<file path="src/rtl/apb_gpio_v2_pkg.sv">
// apb_gpio_v2_pkg
//   Shared definitions for the apb_gpio_v2 peripheral: register byte offsets
//   (as decoded from PADDR[6:2]), interrupt mode encodings, the debounce
//   prescaler width, and a helper that selects a pin's interrupt event.
package apb_gpio_v2_pkg;

  localparam int DBNC_DIV_W = 16;

  // Byte offsets within the 128-byte window addressed by PADDR[6:2]*4.
  localparam logic [6:0] OFF_PADDIR      = 7'h00;
  localparam logic [6:0] OFF_PADIN       = 7'h04;
  localparam logic [6:0] OFF_PADOUT      = 7'h08;
  localparam logic [6:0] OFF_OUTSET      = 7'h0C;
  localparam logic [6:0] OFF_OUTCLR      = 7'h10;
  localparam logic [6:0] OFF_INTEN       = 7'h14;
  localparam logic [6:0] OFF_INTTYPE0    = 7'h18;
  localparam logic [6:0] OFF_INTTYPE1    = 7'h1C;
  localparam logic [6:0] OFF_INTSTATUS   = 7'h20;
  localparam logic [6:0] OFF_DBNC_EN     = 7'h24;
  localparam logic [6:0] OFF_DBNC_DIV    = 7'h28;
  localparam logic [6:0] OFF_POWEREVENT  = 7'h2C;
  localparam logic [6:0] OFF_PADCFG_BASE = 7'h40;

  // Interrupt mode, indexed as {INTTYPE1[i], INTTYPE0[i]}.
  localparam logic [1:0] INT_RISE  = 2'b00;
  localparam logic [1:0] INT_FALL  = 2'b01;
  localparam logic [1:0] INT_BOTH  = 2'b10;
  localparam logic [1:0] INT_LEVEL = 2'b11;

  // Event that sets a pin's INTSTATUS bit for the given mode.
  function automatic logic int_event(input logic [1:0] mode, input logic f,
                                     input logic rise, input logic fall);
    logic hit;
    case (mode)
      INT_RISE:  hit = rise;
      INT_FALL:  hit = fall;
      INT_BOTH:  hit = rise | fall;
      INT_LEVEL: hit = f;
      default:   hit = 1'b0;
    endcase
    return hit;
  endfunction

endpackage

</file>
<file path="src/rtl/apb_gpio_v2_if.sv">
// apb_gpio_v2_if
//   APB bus bundle between a master and the apb_gpio_v2 slave.
//   PADDR/PWDATA/PWRITE/PSEL/PENABLE : master -> slave
//   PRDATA/PREADY/PSLVERR            : slave  -> master
interface apb_gpio_v2_if #(
  parameter int APB_ADDR_WIDTH = 12
);
  logic [APB_ADDR_WIDTH-1:0] PADDR;
  logic [31:0]               PWDATA;
  logic                      PWRITE;
  logic                      PSEL;
  logic                      PENABLE;
  logic [31:0]               PRDATA;
  logic                      PREADY;
  logic                      PSLVERR;

  modport master (
    output PADDR, PWDATA, PWRITE, PSEL, PENABLE,
    input  PRDATA, PREADY, PSLVERR
  );

  modport slave (
    input  PADDR, PWDATA, PWRITE, PSEL, PENABLE,
    output PRDATA, PREADY, PSLVERR
  );
endinterface

</file>
<file path="src/rtl/apb_gpio_v2_input_filter.sv">
// gpio_input_filter
//   Per-pin input conditioning: 2-flop synchroniser, optional debounce filter
//   driven by a shared prescaler tick, and edge detection on the filtered value.
//   clk, rst : clock, asynchronous active-high reset
//   pin      : asynchronous pad input
//   enable   : 1 = debounce, 0 = filtered value follows the synchroniser
//   tick     : prescaler strobe, one cycle wide
//   f        : filtered value
//   rise     : f went 0->1 on the last edge
//   fall     : f went 1->0 on the last edge
module gpio_input_filter (
  input  logic clk,
  input  logic rst,
  input  logic pin,
  input  logic enable,
  input  logic tick,
  output logic f,
  output logic rise,
  output logic fall
);

  logic       s_meta;
  logic       s;
  logic       f_q;
  logic [1:0] cnt;

  always_ff @(posedge clk or posedge rst) begin
    if (rst) begin
      s_meta <= 1'b0;
      s      <= 1'b0;
      f      <= 1'b0;
      f_q    <= 1'b0;
      cnt    <= 2'd0;
    end else begin
      // NOTE: non-blocking assignments keep every flop sampling pre-edge values,
      // so s_meta -> s is a true two-stage shift.
      s_meta <= pin;
      s      <= s_meta;
      f_q    <= f;
      if (!enable) begin
        f   <= s;
        cnt <= 2'd0;
      end else if (s == f) begin
        // Any return to the filtered value restarts the stability count.
        cnt <= 2'd0;
      end else if (tick) begin
        if (cnt == 2'd2) begin
          f   <= s;
          cnt <= 2'd0;
        end else begin
          cnt <= cnt + 2'd1;
        end
      end
    end
  end

  assign rise = f & ~f_q;
  assign fall = ~f & f_q;

endmodule

</file>
<file path="src/rtl/apb_gpio_v2.sv">
// apb_gpio_v2
//   APB GPIO peripheral: direction/output/pad-config registers, atomic output
//   set/clear, per-pin debounce, and sticky W1C interrupt status.
//   HCLK, HRESET  : clock, asynchronous active-high reset
//   apb           : APB slave port (PREADY tied 1, PSLVERR on unmapped access)
//   gpio_in       : asynchronous pad inputs
//   gpio_in_sync  : filtered input values
//   gpio_out      : output register
//   gpio_dir      : direction register, 1 = output
//   gpio_padcfg   : per-pin pad configuration
//   power_event   : OR of (POWEREVENT & filtered input)
//   interrupt     : OR of INTSTATUS
module apb_gpio_v2
  import apb_gpio_v2_pkg::*;
#(
  parameter int NUM_GPIO       = 32,
  parameter int PADCFG_W       = 6,
  parameter int APB_ADDR_WIDTH = 12
) (
  input  logic                               HCLK,
  input  logic                               HRESET,
  apb_gpio_v2_if.slave                       apb,
  input  logic [NUM_GPIO-1:0]                gpio_in,
  output logic [NUM_GPIO-1:0]                gpio_in_sync,
  output logic [NUM_GPIO-1:0]                gpio_out,
  output logic [NUM_GPIO-1:0]                gpio_dir,
  output logic [NUM_GPIO-1:0][PADCFG_W-1:0]  gpio_padcfg,
  output logic                               power_event,
  output logic                               interrupt
);

  localparam int NUM_PADCFG_WORDS = (NUM_GPIO + 3) / 4;

  // ---------------------------------------------------------------- decode
  logic [4:0]          word;
  logic [6:0]          offset;
  logic                access;
  logic                wr;
  logic                padcfg_hit;
  logic [NUM_GPIO-1:0] wdata;
  logic                unused_bits;

  assign word       = apb.PADDR[6:2];
  assign offset     = {word, 2'b00};
  assign access     = apb.PSEL & apb.PENABLE;
  assign wr         = access & apb.PWRITE;
  assign wdata      = apb.PWDATA[NUM_GPIO-1:0];
  // PADCFGk lives at word 16+k, so word[3:0] is k once the offset is >= 0x40.
  assign padcfg_hit = (offset >= OFF_PADCFG_BASE) &&
                      (int'(word[3:0]) < NUM_PADCFG_WORDS);
  assign unused_bits = ^{apb.PADDR[APB_ADDR_WIDTH-1:7], apb.PADDR[1:0], apb.PWDATA};

  // ------------------------------------------------------------- registers
  logic [NUM_GPIO-1:0]               dir_q, out_q, inten_q, inttype0_q, inttype1_q;
  logic [NUM_GPIO-1:0]               intstatus_q, dbnc_en_q, powerevent_q;
  logic [DBNC_DIV_W-1:0]             dbnc_div_q, presc_q;
  logic [NUM_GPIO-1:0][PADCFG_W-1:0] padcfg_q;

  always_ff @(posedge HCLK or posedge HRESET) begin
    if (HRESET) begin
      dir_q        <= '0;
      out_q        <= '0;
      inten_q      <= '0;
      inttype0_q   <= '0;
      inttype1_q   <= '0;
      dbnc_en_q    <= '0;
      dbnc_div_q   <= '0;
      powerevent_q <= '0;
      padcfg_q     <= '0;
    end else if (wr) begin
      case (offset)
        OFF_PADDIR:     dir_q        <= wdata;
        OFF_PADOUT:     out_q        <= wdata;
        OFF_OUTSET:     out_q        <= out_q | wdata;
        OFF_OUTCLR:     out_q        <= out_q & ~wdata;
        OFF_INTEN:      inten_q      <= wdata;
        OFF_INTTYPE0:   inttype0_q   <= wdata;
        OFF_INTTYPE1:   inttype1_q   <= wdata;
        OFF_DBNC_EN:    dbnc_en_q    <= wdata;
        OFF_DBNC_DIV:   dbnc_div_q   <= apb.PWDATA[DBNC_DIV_W-1:0];
        OFF_POWEREVENT: powerevent_q <= wdata;
        default: begin
          // PADIN, INTSTATUS and unmapped offsets fall here; only PADCFG hits store.
          for (int p = 0; p < NUM_GPIO; p++) begin
            if (padcfg_hit && ((p >> 2) == int'(word[3:0]))) begin
              padcfg_q[p] <= apb.PWDATA[8*(p%4) +: PADCFG_W];
            end
          end
        end
      endcase
    end
  end

  // ------------------------------------------------------------ prescaler
  logic tick;
  assign tick = (presc_q == dbnc_div_q);

  always_ff @(posedge HCLK or posedge HRESET) begin
    if (HRESET) begin
      presc_q <= '0;
    end else if ((wr && offset == OFF_DBNC_DIV) || tick) begin
      presc_q <= '0;
    end else begin
      presc_q <= presc_q + 1'b1;
    end
  end

  // ------------------------------------------------------- per-pin inputs
  logic [NUM_GPIO-1:0] filt, rise, fall, evt;

  for (genvar i = 0; i < NUM_GPIO; i++) begin : g_pin
    gpio_input_filter u_filter (
      .clk    (HCLK),
      .rst    (HRESET),
      .pin    (gpio_in[i]),
      .enable (dbnc_en_q[i]),
      .tick   (tick),
      .f      (filt[i]),
      .rise   (rise[i]),
      .fall   (fall[i])
    );
    assign evt[i] = int_event({inttype1_q[i], inttype0_q[i]}, filt[i], rise[i], fall[i]);
  end

  // ------------------------------------------------------------ interrupts
  logic [NUM_GPIO-1:0] w1c;
  assign w1c = (wr && offset == OFF_INTSTATUS) ? wdata : '0;

  always_ff @(posedge HCLK or posedge HRESET) begin
    if (HRESET) begin
      intstatus_q <= '0;
    end else begin
      // Set term is OR-ed after the clear so a same-cycle event wins.
      intstatus_q <= (intstatus_q & ~w1c) | (inten_q & evt);
    end
  end

  // -------------------------------------------------------------- readback
  logic [31:0] rdata;
  logic        valid;

  always_comb begin
    // NOTE: defaults first so every path assigns rdata/valid and no latch forms.
    rdata = '0;
    valid = 1'b1;
    case (offset)
      OFF_PADDIR:             rdata[NUM_GPIO-1:0]   = dir_q;
      OFF_PADIN:              rdata[NUM_GPIO-1:0]   = filt;
      OFF_PADOUT:             rdata[NUM_GPIO-1:0]   = out_q;
      OFF_OUTSET, OFF_OUTCLR: rdata                 = '0;
      OFF_INTEN:              rdata[NUM_GPIO-1:0]   = inten_q;
      OFF_INTTYPE0:           rdata[NUM_GPIO-1:0]   = inttype0_q;
      OFF_INTTYPE1:           rdata[NUM_GPIO-1:0]   = inttype1_q;
      OFF_INTSTATUS:          rdata[NUM_GPIO-1:0]   = intstatus_q;
      OFF_DBNC_EN:            rdata[NUM_GPIO-1:0]   = dbnc_en_q;
      OFF_DBNC_DIV:           rdata[DBNC_DIV_W-1:0] = dbnc_div_q;
      OFF_POWEREVENT:         rdata[NUM_GPIO-1:0]   = powerevent_q;
      default: begin
        if (padcfg_hit) begin
          for (int p = 0; p < NUM_GPIO; p++) begin
            if ((p >> 2) == int'(word[3:0])) begin
              rdata[8*(p%4) +: PADCFG_W] = padcfg_q[p];
            end
          end
        end else begin
          valid = 1'b0;
        end
      end
    endcase
  end

  assign apb.PRDATA  = rdata;
  assign apb.PREADY  = 1'b1;
  assign apb.PSLVERR = access & ~valid;

  // --------------------------------------------------------------- outputs
  assign gpio_in_sync = filt;
  assign gpio_out     = out_q;
  assign gpio_dir     = dir_q;
  assign gpio_padcfg  = padcfg_q;
  assign power_event  = |(powerevent_q & filt);
  assign interrupt    = |intstatus_q;

endmodule

</file>
<file path="src/flat_wrapper.sv">
// flat-port wrapper written by rule: the top's interface ports become plain ports
module apb_gpio_v2_flat import apb_gpio_v2_pkg::*;
#(
  parameter int NUM_GPIO       = 32,
  parameter int PADCFG_W       = 6,
  parameter int APB_ADDR_WIDTH = 12
)
  (HCLK, HRESET, gpio_in, gpio_in_sync, gpio_out, gpio_dir, gpio_padcfg, power_event, interrupt, apb_PADDR, apb_PWDATA, apb_PWRITE, apb_PSEL, apb_PENABLE, apb_PRDATA, apb_PREADY, apb_PSLVERR);
  apb_gpio_v2_if #(.APB_ADDR_WIDTH(APB_ADDR_WIDTH)) apb_i ();
  input  logic HCLK;
  input  logic HRESET;
  input  logic [NUM_GPIO-1:0] gpio_in;
  output logic [NUM_GPIO-1:0] gpio_in_sync;
  output logic [NUM_GPIO-1:0] gpio_out;
  output logic [NUM_GPIO-1:0] gpio_dir;
  output logic [NUM_GPIO-1:0][PADCFG_W-1:0] gpio_padcfg;
  output logic power_event;
  output logic interrupt;
  input wire logic [$bits(apb_i.PADDR)-1:0] apb_PADDR;
  input wire logic [$bits(apb_i.PWDATA)-1:0] apb_PWDATA;
  input wire logic [$bits(apb_i.PWRITE)-1:0] apb_PWRITE;
  input wire logic [$bits(apb_i.PSEL)-1:0] apb_PSEL;
  input wire logic [$bits(apb_i.PENABLE)-1:0] apb_PENABLE;
  output wire logic [$bits(apb_i.PRDATA)-1:0] apb_PRDATA;
  output wire logic [$bits(apb_i.PREADY)-1:0] apb_PREADY;
  output wire logic [$bits(apb_i.PSLVERR)-1:0] apb_PSLVERR;
  assign apb_i.PADDR = apb_PADDR;
  assign apb_i.PWDATA = apb_PWDATA;
  assign apb_i.PWRITE = apb_PWRITE;
  assign apb_i.PSEL = apb_PSEL;
  assign apb_i.PENABLE = apb_PENABLE;
  assign apb_PRDATA = apb_i.PRDATA;
  assign apb_PREADY = apb_i.PREADY;
  assign apb_PSLVERR = apb_i.PSLVERR;
  apb_gpio_v2 #(.NUM_GPIO(NUM_GPIO), .PADCFG_W(PADCFG_W), .APB_ADDR_WIDTH(APB_ADDR_WIDTH)) u_core (.HCLK(HCLK), .HRESET(HRESET), .apb(apb_i), .gpio_in(gpio_in), .gpio_in_sync(gpio_in_sync), .gpio_out(gpio_out), .gpio_dir(gpio_dir), .gpio_padcfg(gpio_padcfg), .power_event(power_event), .interrupt(interrupt));
endmodule
</file>
<file path="config.mk">
export PLATFORM = sky130hd
export DESIGN_NAME = apb_gpio_v2_flat
export DESIGN_NICKNAME = d
export VERILOG_FILES = /design/src/rtl/apb_gpio_v2_pkg.sv /design/src/rtl/apb_gpio_v2_if.sv /design/src/rtl/apb_gpio_v2_input_filter.sv /design/src/rtl/apb_gpio_v2.sv /design/src/flat_wrapper.sv
export SDC_FILE = /design/constraint.sdc
export NUM_CORES = 1
export LEC_CHECK = 0
export ABC_AREA = 1
export CELL_PAD_IN_SITES_DETAIL_PLACEMENT = 1
export CELL_PAD_IN_SITES_GLOBAL_PLACEMENT = 1
export CORE_ASPECT_RATIO = 0.7
export CORE_MARGIN = 2
export CORE_UTILIZATION = 39
export CTS_BUF_LIST = sky130_fd_sc_hd__clkbuf_4
export DETAILED_ROUTE_END_ITERATION = 8
export PLACE_DENSITY_LB_ADDON = 0.12
export SLEW_MARGIN = 15
export SYNTH_ARGS = -nofsm -noshare
export SYNTH_HDL_FRONTEND = slang
export SYNTH_SLANG_ARGS = --single-unit
export TNS_END_PERCENT = 100
</file>
<file path="constraint.sdc">
create_clock -name HCLK -period 25.3 [get_ports HCLK]
set_input_delay 5.06 -clock HCLK [delete_from_list [all_inputs] [get_ports HCLK]]
set_output_delay 5.06 -clock HCLK [all_outputs]
set_load 0.01 [all_outputs]
</file>
==> run summary, run 1 <==
## Outcome
* outcome: completed

## Worst hold path
* worst hold-check path type: register to register

## Critical path
* Reg2Reg Launch Point: u_core.presc_q[3]$_DFF_PP0_
* number of cell instances on the worst register-to-register path: 11
* CP Launch Type: input port
* kind of cell adding the most delay to the critical path: buffers and inverters
* end point of the critical path: apb_PRDATA[21]
* critical path startpoint: apb_PADDR[5]
* worst reg2reg endpoint: u_core.g_pin[30].u_filter.cnt[1]$_DFFE_PP0P_
* slowest stage cell on the critical path: clkdlybuf4s50_1
* Critical Path End Type: output pin
* slack of the worst reg-to-reg path: 22120 ps
* critical path's largest stage delay: 620 ps
* CP Data Arrival Time: 8710 ps
* worst-path maximum fanout: 38
* critical path's most frequent cell: nand2_1
* crit-path cells: clkdlybuf4s50_1, nor2_2, buf_4, nand2_2, clkinv_1, buf_4, nand2_1, nand2_1, inv_1, nand2_1, nand2_1, nand3_1, nand2_1, nand2_1, clkdlybuf4s50_1
* Worst Setup Path Type: input port to output pin
* worst path buffer plus inverter count: 6
* Worst Path Required: 20240 ps
* path length in cells of the critical path: 15

## Logic synthesis
* sequential area share after synthesis: 0.525
* mean instance size in the synthesized netlist: 8.01 µm²
* Syn. warnings: 0
* summed instance area of the synthesized netlist: 0.0320 mm²
* Post-Synthesis Cells: 4001
* Post-Synthesis Net Count: 4147
* unique cell type count in the Yosys netlist: 37
* Synth Register Bits: 672

## Detailed routing
* DRT Pass-1 Iters: 5
* drt via density: 5.31
* routed length per instance: 22.1 µm
* DR iter-0 viols: 2172
* Detail Route Antenna Nets: 0
* Total Routed Length: 124000 µm
* total via count in the routed design: 29800
* remaining design rule violation count: 0

## Final layout
* most frequent cells in the layout: nand2_1 (1194), dfrtp_1 (672), o21ai_0 (616), clkdlybuf4s50_1 (396), inv_1 (350)
* utilization of the core after routing: 0.482
* layout cell share with drive strength beyond 1: 0.0868
* net total in the final layout: 4541
* fillers: 9897
* footprint of the flip-flops and latches: 0.0168 mm²
* growth of design area from synthesis to finish: 21.8%
* most frequent standard cell in the layout excluding fill and tap cells: nand2_1
* Multi-input gate area: 0.0129 mm²

## Timing
* Max Freq: 72.6 MHz
* final clock skew: 82.1 ps
* setup TNS: 0 ps
* portion of the clock cycle consumed by the worst path in the final layout: 0.544
* final number of max-transition violations: 0
* headroom to the max-slew limit: 0.293
* Setup-failing EPs final: 0
* minimum clock period: 13770 ps
* measured slew at the worst slew-check pin: 1060 ps
* unrepaired setup endpoints after global routing: false
* post-route setup slack: 11530 ps
* Final Hold Fails: 0

## Clock network
* maximum count of clock buffers along a single path: 3
* number of H-tree branching levels: 4
* cells resized by post-CTS repair: 0
* CTS tree: done
* clock-pin transition on the worst setup and hold timing paths: 60 ps
* number of sinks driven by the clock tree: 672
* quantity of hold-fixing buffers added after cts: 0
* cts bufs inserted: 179
* CTS Root Cell: clkbuf_4
* Clock Latency Late Sink: 1130 ps
* number of setup buffers added after CTS: 0

## Global route
* vias in the first global route: 30300
* Most Used Layer, Global Route: met2
* global routing usage summed across all routing layers: 0.294
* GR Util met3: 0.0457
* initial antenna violation count: 11
* pin count of the biggest net entering global routing: 165
* global routing met2 resource utilization: 0.459
* global route total overflow: 0
* global-route wire length before repair: 188000 µm
* grt met1 use: 0.406

## Power and ir drop
* Peak supply drop: 0.0416 mV
* power density over cell area: 67.2 mW/mm²
* Lkg Pwr: 18.2 nW

## Flow run
* maximum capacitance violations: 0

## Placement
* hpwl dp: 83800 µm
* worst setup slack after placement: 11630 ps
* Final GP Congestion: 0.858
* number of input and output port buffers inserted: 396

## Die
* die extent in y: 244 µm
* chip width: 347 µm
* IO Count: 405
* initial core utilization: 0.396
* die footprint: 0.0845 mm²
* area inside the core boundary: 0.0810 mm²
* number of placement rows: 87

-- worst min path at each step --
stage / from / end / cells past startpoint
after global placement: u_core.g_pin[15].u_filter.s_meta$_DFF_PP0_ / u_core.g_pin[15].u_filter.s$_DFF_PP0_ / 0
after detailed placement: u_core.g_pin[4].u_filter.s_meta$_DFF_PP0_ / u_core.g_pin[4].u_filter.s$_DFF_PP0_ / 0
after CTS: u_core.g_pin[10].u_filter.s_meta$_DFF_PP0_ / u_core.g_pin[10].u_filter.s$_DFF_PP0_ / 0
after floorplan: u_core.g_pin[0].u_filter.s_meta$_DFF_PP0_ / u_core.g_pin[0].u_filter.s$_DFF_PP0_ / 0
after global routing: u_core.g_pin[10].u_filter.s_meta$_DFF_PP0_ / u_core.g_pin[10].u_filter.s$_DFF_PP0_ / 0
final: u_core.g_pin[10].u_filter.s_meta$_DFF_PP0_ / u_core.g_pin[10].u_filter.s$_DFF_PP0_ / 0
-- kinds of logic after synthesis --
group / count (synthesis) / synth area share
other: 1 / 0.000117
AND/OR/NAND/NOR: 1869 / 0.240
AO/OA/AOI/OAI: 774 / 0.125
flip-flops: 672 / 0.525
adder cells (fa/ha/maj): 65 / 0.0254
buffers and inverters: 584 / 0.0746
XOR/XNOR: 36 / 0.00984
-- power breakdown --
part	internal, mW	total (mW)	switching, mW
clock	0.502	0.994	0.492
combinational	0.151	0.379	0.229
sequential	1.15	1.25	0.0985
total	1.81	2.63	0.819
-- registers in the layout (all words and copies together), names as in the netlist --
| signal | cells |
|---|---|
| u_core.g_pin.u_filter.f_q | 32 |
| u_core.inten_q | 32 |
| u_core.powerevent_q | 32 |
| u_core.g_pin.u_filter.s | 32 |
| u_core.g_pin.u_filter.f | 32 |
| u_core.presc_q | 16 |
| u_core.intstatus_q | 32 |
| u_core.inttype0_q | 32 |
| u_core.g_pin.u_filter.cnt | 64 |
| u_core.dbnc_div_q | 16 |
| u_core.gpio_padcfg | 192 |
| u_core.inttype1_q | 32 |
| u_core.dbnc_en_q | 32 |
| u_core.g_pin.u_filter.s_meta | 32 |
| u_core.gpio_dir | 32 |
| u_core.gpio_out | 32 |
-- layer usage --
metal	vias up	share of wire	wire, µm
met5	-	0	0
li1	13800	-	-
met2	835	0.46	56600
met4	0	0.034	4190
met1	15000	0.46	57400
met3	201	0.048	6000
-- final cells by class --
| type | count | share of cell area |
|---|---|---|
| inverters | 357 | 0.0345 |
| clock inverters | 41 | 0.00490 |
| well taps | 1068 | 0.0342 |
| clock buffers | 275 | 0.0529 |
| multi-input cells | 2745 | 0.331 |
| flip-flops and latches | 672 | 0.431 |
| repair buffers | 440 | 0.111 |
| diodes | 12 | 0.000769 |
-- worst register-to-register path: stages (launching register included) --
cell and delay, ps:
dfrtp_1 470, inv_1 130, nand2_1 70, nand2_1 50
nor2_1 140, nand2_1 100, nor2_1 120, buf_4 340
nand2_2 500, inv_2 820, nand3_1 200, nand2_1 120
-- Yosys cell counts (all sizes together) --
library cell	count	area share
buf	97	0.018
nand4	55	0.011
a221oi	2	0.00055
o211ai	24	0.0056
o21ai	631	0.099
clkinv	1	0.00012
nor3	70	0.011
conb	1	0.00012
or2	24	0.0047
nor3b	1	0.00023
a22oi	11	0.0026
and3	1	0.00020
o22ai	14	0.0027
ha	65	0.025
nor2	253	0.030
nand3b	1	0.00023
dfrtp	672	0.52
a21oi	81	0.013
xor2	14	0.0038
nand3	252	0.040
a211oi	9	0.0021
nand2	1204	0.14
nor4	8	0.0016
inv	356	0.042
a22o	2	0.00055
clkbuf	130	0.015
xnor2	22	0.0060
-- metrics by stage --
stage	hold slack (ps)	power (mW)	instances	instance area [µm²]
finish	345	2.63	5610	39000
global route	353	2.76	5609	39000
CTS	344	2.65	5598	39000
detailed placement	336	1.65	5282	36800
global placement	333	1.64	5282	36800
floorplan	331	1.45	4001	32000
No activity file was read; power rests on OpenSTA's default activity.
==> run 2: changes to the inputs <==
clock period = 12 ns   (was 25.3 ns; I/O delays follow)
==> run summary, run 2 (synthesized netlist as in run 1, its figures left out) <==
## Detailed routing
* total via count in the routed design: 29900, was 29800
* routed length per instance: 22.1 µm, about the same
* Total Routed Length: 124000 µm, about the same
* DRT Pass-1 Iters: 5, unchanged
* drt via density: 5.33, was 5.31
* remaining design rule violation count: 0, unchanged
* Detail Route Antenna Nets: 0, unchanged
* DR iter-0 viols: 2028, was 2172

## Global route
* vias in the first global route: 30000, was 30300
* global-route wire length before repair: 187000 µm, was 188000 µm
* initial antenna violation count: 13, was 11
* global route total overflow: 0, unchanged
* pin count of the biggest net entering global routing: 164, was 165
* global routing usage summed across all routing layers: 0.292, was 0.294

## Timing
* portion of the clock cycle consumed by the worst path in the final layout: 0.703
* headroom to the max-slew limit: 0.205, was 0.293
* final clock skew: 58.3 ps, was 82.1 ps
* Final Hold Fails: 0, unchanged
* Max Freq: 119 MHz
* minimum clock period: 8440 ps
* unrepaired setup endpoints after global routing: false, unchanged
* measured slew at the worst slew-check pin: 1190 ps, was 1060 ps
* Setup-failing EPs final: 0, unchanged
* setup TNS: 0 ps, unchanged
* final number of max-transition violations: 0, unchanged

## Critical path
* slowest stage cell on the critical path: clkdlybuf4s50_1, unchanged
* CP Launch Type: input port, unchanged
* worst-path maximum fanout: 38, unchanged
* kind of cell adding the most delay to the critical path: buffers and inverters, unchanged
* critical path's most frequent cell: nand2_1, unchanged
* worst path buffer plus inverter count: 6, unchanged
* Reg2Reg Launch Point: u_core.presc_q[7]$_DFF_PP0_, was u_core.presc_q[3]$_DFF_PP0_
* crit-path cells: clkdlybuf4s50_1, nor2_2, buf_4, nand2_2, clkinv_1, buf_4, nand2_1, nand2_1, inv_1, nand2_1, nand2_1, nand3_1, nand2_1, nand2_1, clkdlybuf4s50_1, unchanged
* CP Data Arrival Time: 6040 ps, was 8710 ps
* critical path startpoint: apb_PADDR[5], unchanged
* Worst Path Required: 9600 ps, was 20240 ps
* Worst Setup Path Type: input port to output pin, unchanged
* critical path's largest stage delay: 630 ps, was 620 ps
* Critical Path End Type: output pin, unchanged

## Clock network
* number of setup buffers added after CTS: 0, unchanged
* CTS Root Cell: clkbuf_4, unchanged
* cells resized by post-CTS repair: 0, unchanged
* Clock Latency Late Sink: 1060 ps, was 1130 ps
* CTS tree: done, unchanged
* cts bufs inserted: 177, was 179
* quantity of hold-fixing buffers added after cts: 0, unchanged
* number of sinks driven by the clock tree: 672, unchanged
* clock-pin transition on the worst setup and hold timing paths: 70 ps, was 60 ps
* maximum count of clock buffers along a single path: 3, unchanged
* number of H-tree branching levels: 4, unchanged

## Placement
* hpwl dp: 83700 µm, was 83800 µm
* Final GP Congestion: 0.865, was 0.858
* number of input and output port buffers inserted: 396, unchanged

## Flow run
* maximum capacitance violations: 0, unchanged

## Final layout
* utilization of the core after routing: 0.482, about the same
* net total in the final layout: 4540, was 4541
* most frequent cells in the layout: nand2_1 (1194), dfrtp_1 (672), o21ai_0 (616), clkdlybuf4s50_1 (396), inv_1 (350), unchanged
* growth of design area from synthesis to finish: 21.8%, about the same
* most frequent standard cell in the layout excluding fill and tap cells: nand2_1, unchanged
* max FFs per register: 192, unchanged
* layout cell share with drive strength beyond 1: 0.0843, was 0.0868

## Die
* initial core utilization: 0.396, unchanged
* IO Count: 405, unchanged
* number of placement rows: 87, unchanged
* area inside the core boundary: 0.0810 mm², unchanged
* die footprint: 0.0845 mm², unchanged
* chip width: 347 µm, unchanged
* die extent in y: 244 µm, unchanged

## Worst hold path
* worst hold-check path type: register to register, unchanged
* Min-Delay Startpoint: u_core.g_pin[13].u_filter.s_meta$_DFF_PP0_, was u_core.g_pin[10].u_filter.s_meta$_DFF_PP0_

## Power and ir drop
* Lkg Pwr: 18.2 nW, about the same
* Peak supply drop: 0.0903 mV, was 0.0416 mV
* power density over cell area: 141 mW/mm², was 67.2 mW/mm²

## Outcome
* outcome: completed, unchanged

==> run 2: cell count changes in the layout (fill, tap and decap cells not counted), moves of 2 or more <==
cell	change
buf_12	+2
nand2_2	+2
inv_2	-7
clkbuf_4	-7
nand2_4	-2
clkinv_1	+12
clkinv_2	+4
==> run 2: cell type report <==
type	count	area (µm²)
diodes	11	27.5
clock buffers	268	2010
clock inverters	48	215
fillers	9872	42000
inverters	357	1340
multi-input cells	2745	12900
flip-flops and latches	672	16800
well taps	1068	1340
repair buffers	441	4350
==> run 2: through the flow <==
stage	setup slack [ps]	std cells	hold WS (ps)	power, mW	instance area (µm²)
after floorplan	410	4001	331	3.05	32100
after global placement	3670	5283	333	3.45	36800
after detailed placement	3620	5283	336	3.48	36800
after CTS	3610	5599	344	5.57	39000
after global routing	3430	5610	336	5.80	39000
final	3560	5610	329	5.49	39000
==> run 2: power by group <==
| group | switching (mW) | internal, mW | leakage, nW |
|---|---|---|---|
| sequential | 0.212 | 2.43 | 8.80 |
| combinational | 0.481 | 0.318 | 8.04 |
| clock | 1.01 | 1.04 | 1.35 |
| total | 1.71 | 3.79 | 18.2 |
==> run 2: worst register-to-register path: cells and delay by family, from the launching register on <==
family	cells	cell delay, ps
AND/OR/NAND/NOR	9	1230
buffers and inverters	3	1180
flip-flops	1	440
==> run 2: final timing paths <==
| kind | endpoint | slack (ps) | depth (start not counted) |
|---|---|---|---|
| hold / removal | u_core.g_pin[13].u_filter.s$_DFF_PP0_ | 330 | 0 |
| setup reg to reg | u_core.g_pin[7].u_filter.f$_DFFE_PP0P_ | 8990 | 12 |
| max in group asynchronous | u_core.gpio_padcfg[14]$_DFFE_PP0P_ | 8190 | 4 |
| setup / recovery | apb_PRDATA[21] | 3560 | 15 |
| hold reg to reg | u_core.g_pin[13].u_filter.s$_DFF_PP0_ | 330 | 0 |
| min in group asynchronous | u_core.gpio_padcfg[97]$_DFFE_PP0P_ | 1660 | 2 |
==> run 2: per-layer routing <==
layer | GRT usage | share of wire | wire length, µm | vias to the layer above
li1 | - | - | - | 13800
met1 | 0.404 | 0.46 | 56900 | 15100
met2 | 0.460 | 0.47 | 57700 | 815
met3 | 0.0424 | 0.047 | 5870 | 175
met4 | 0.121 | 0.027 | 3280 | 0
met5 | 0 | 0 | 0 | -
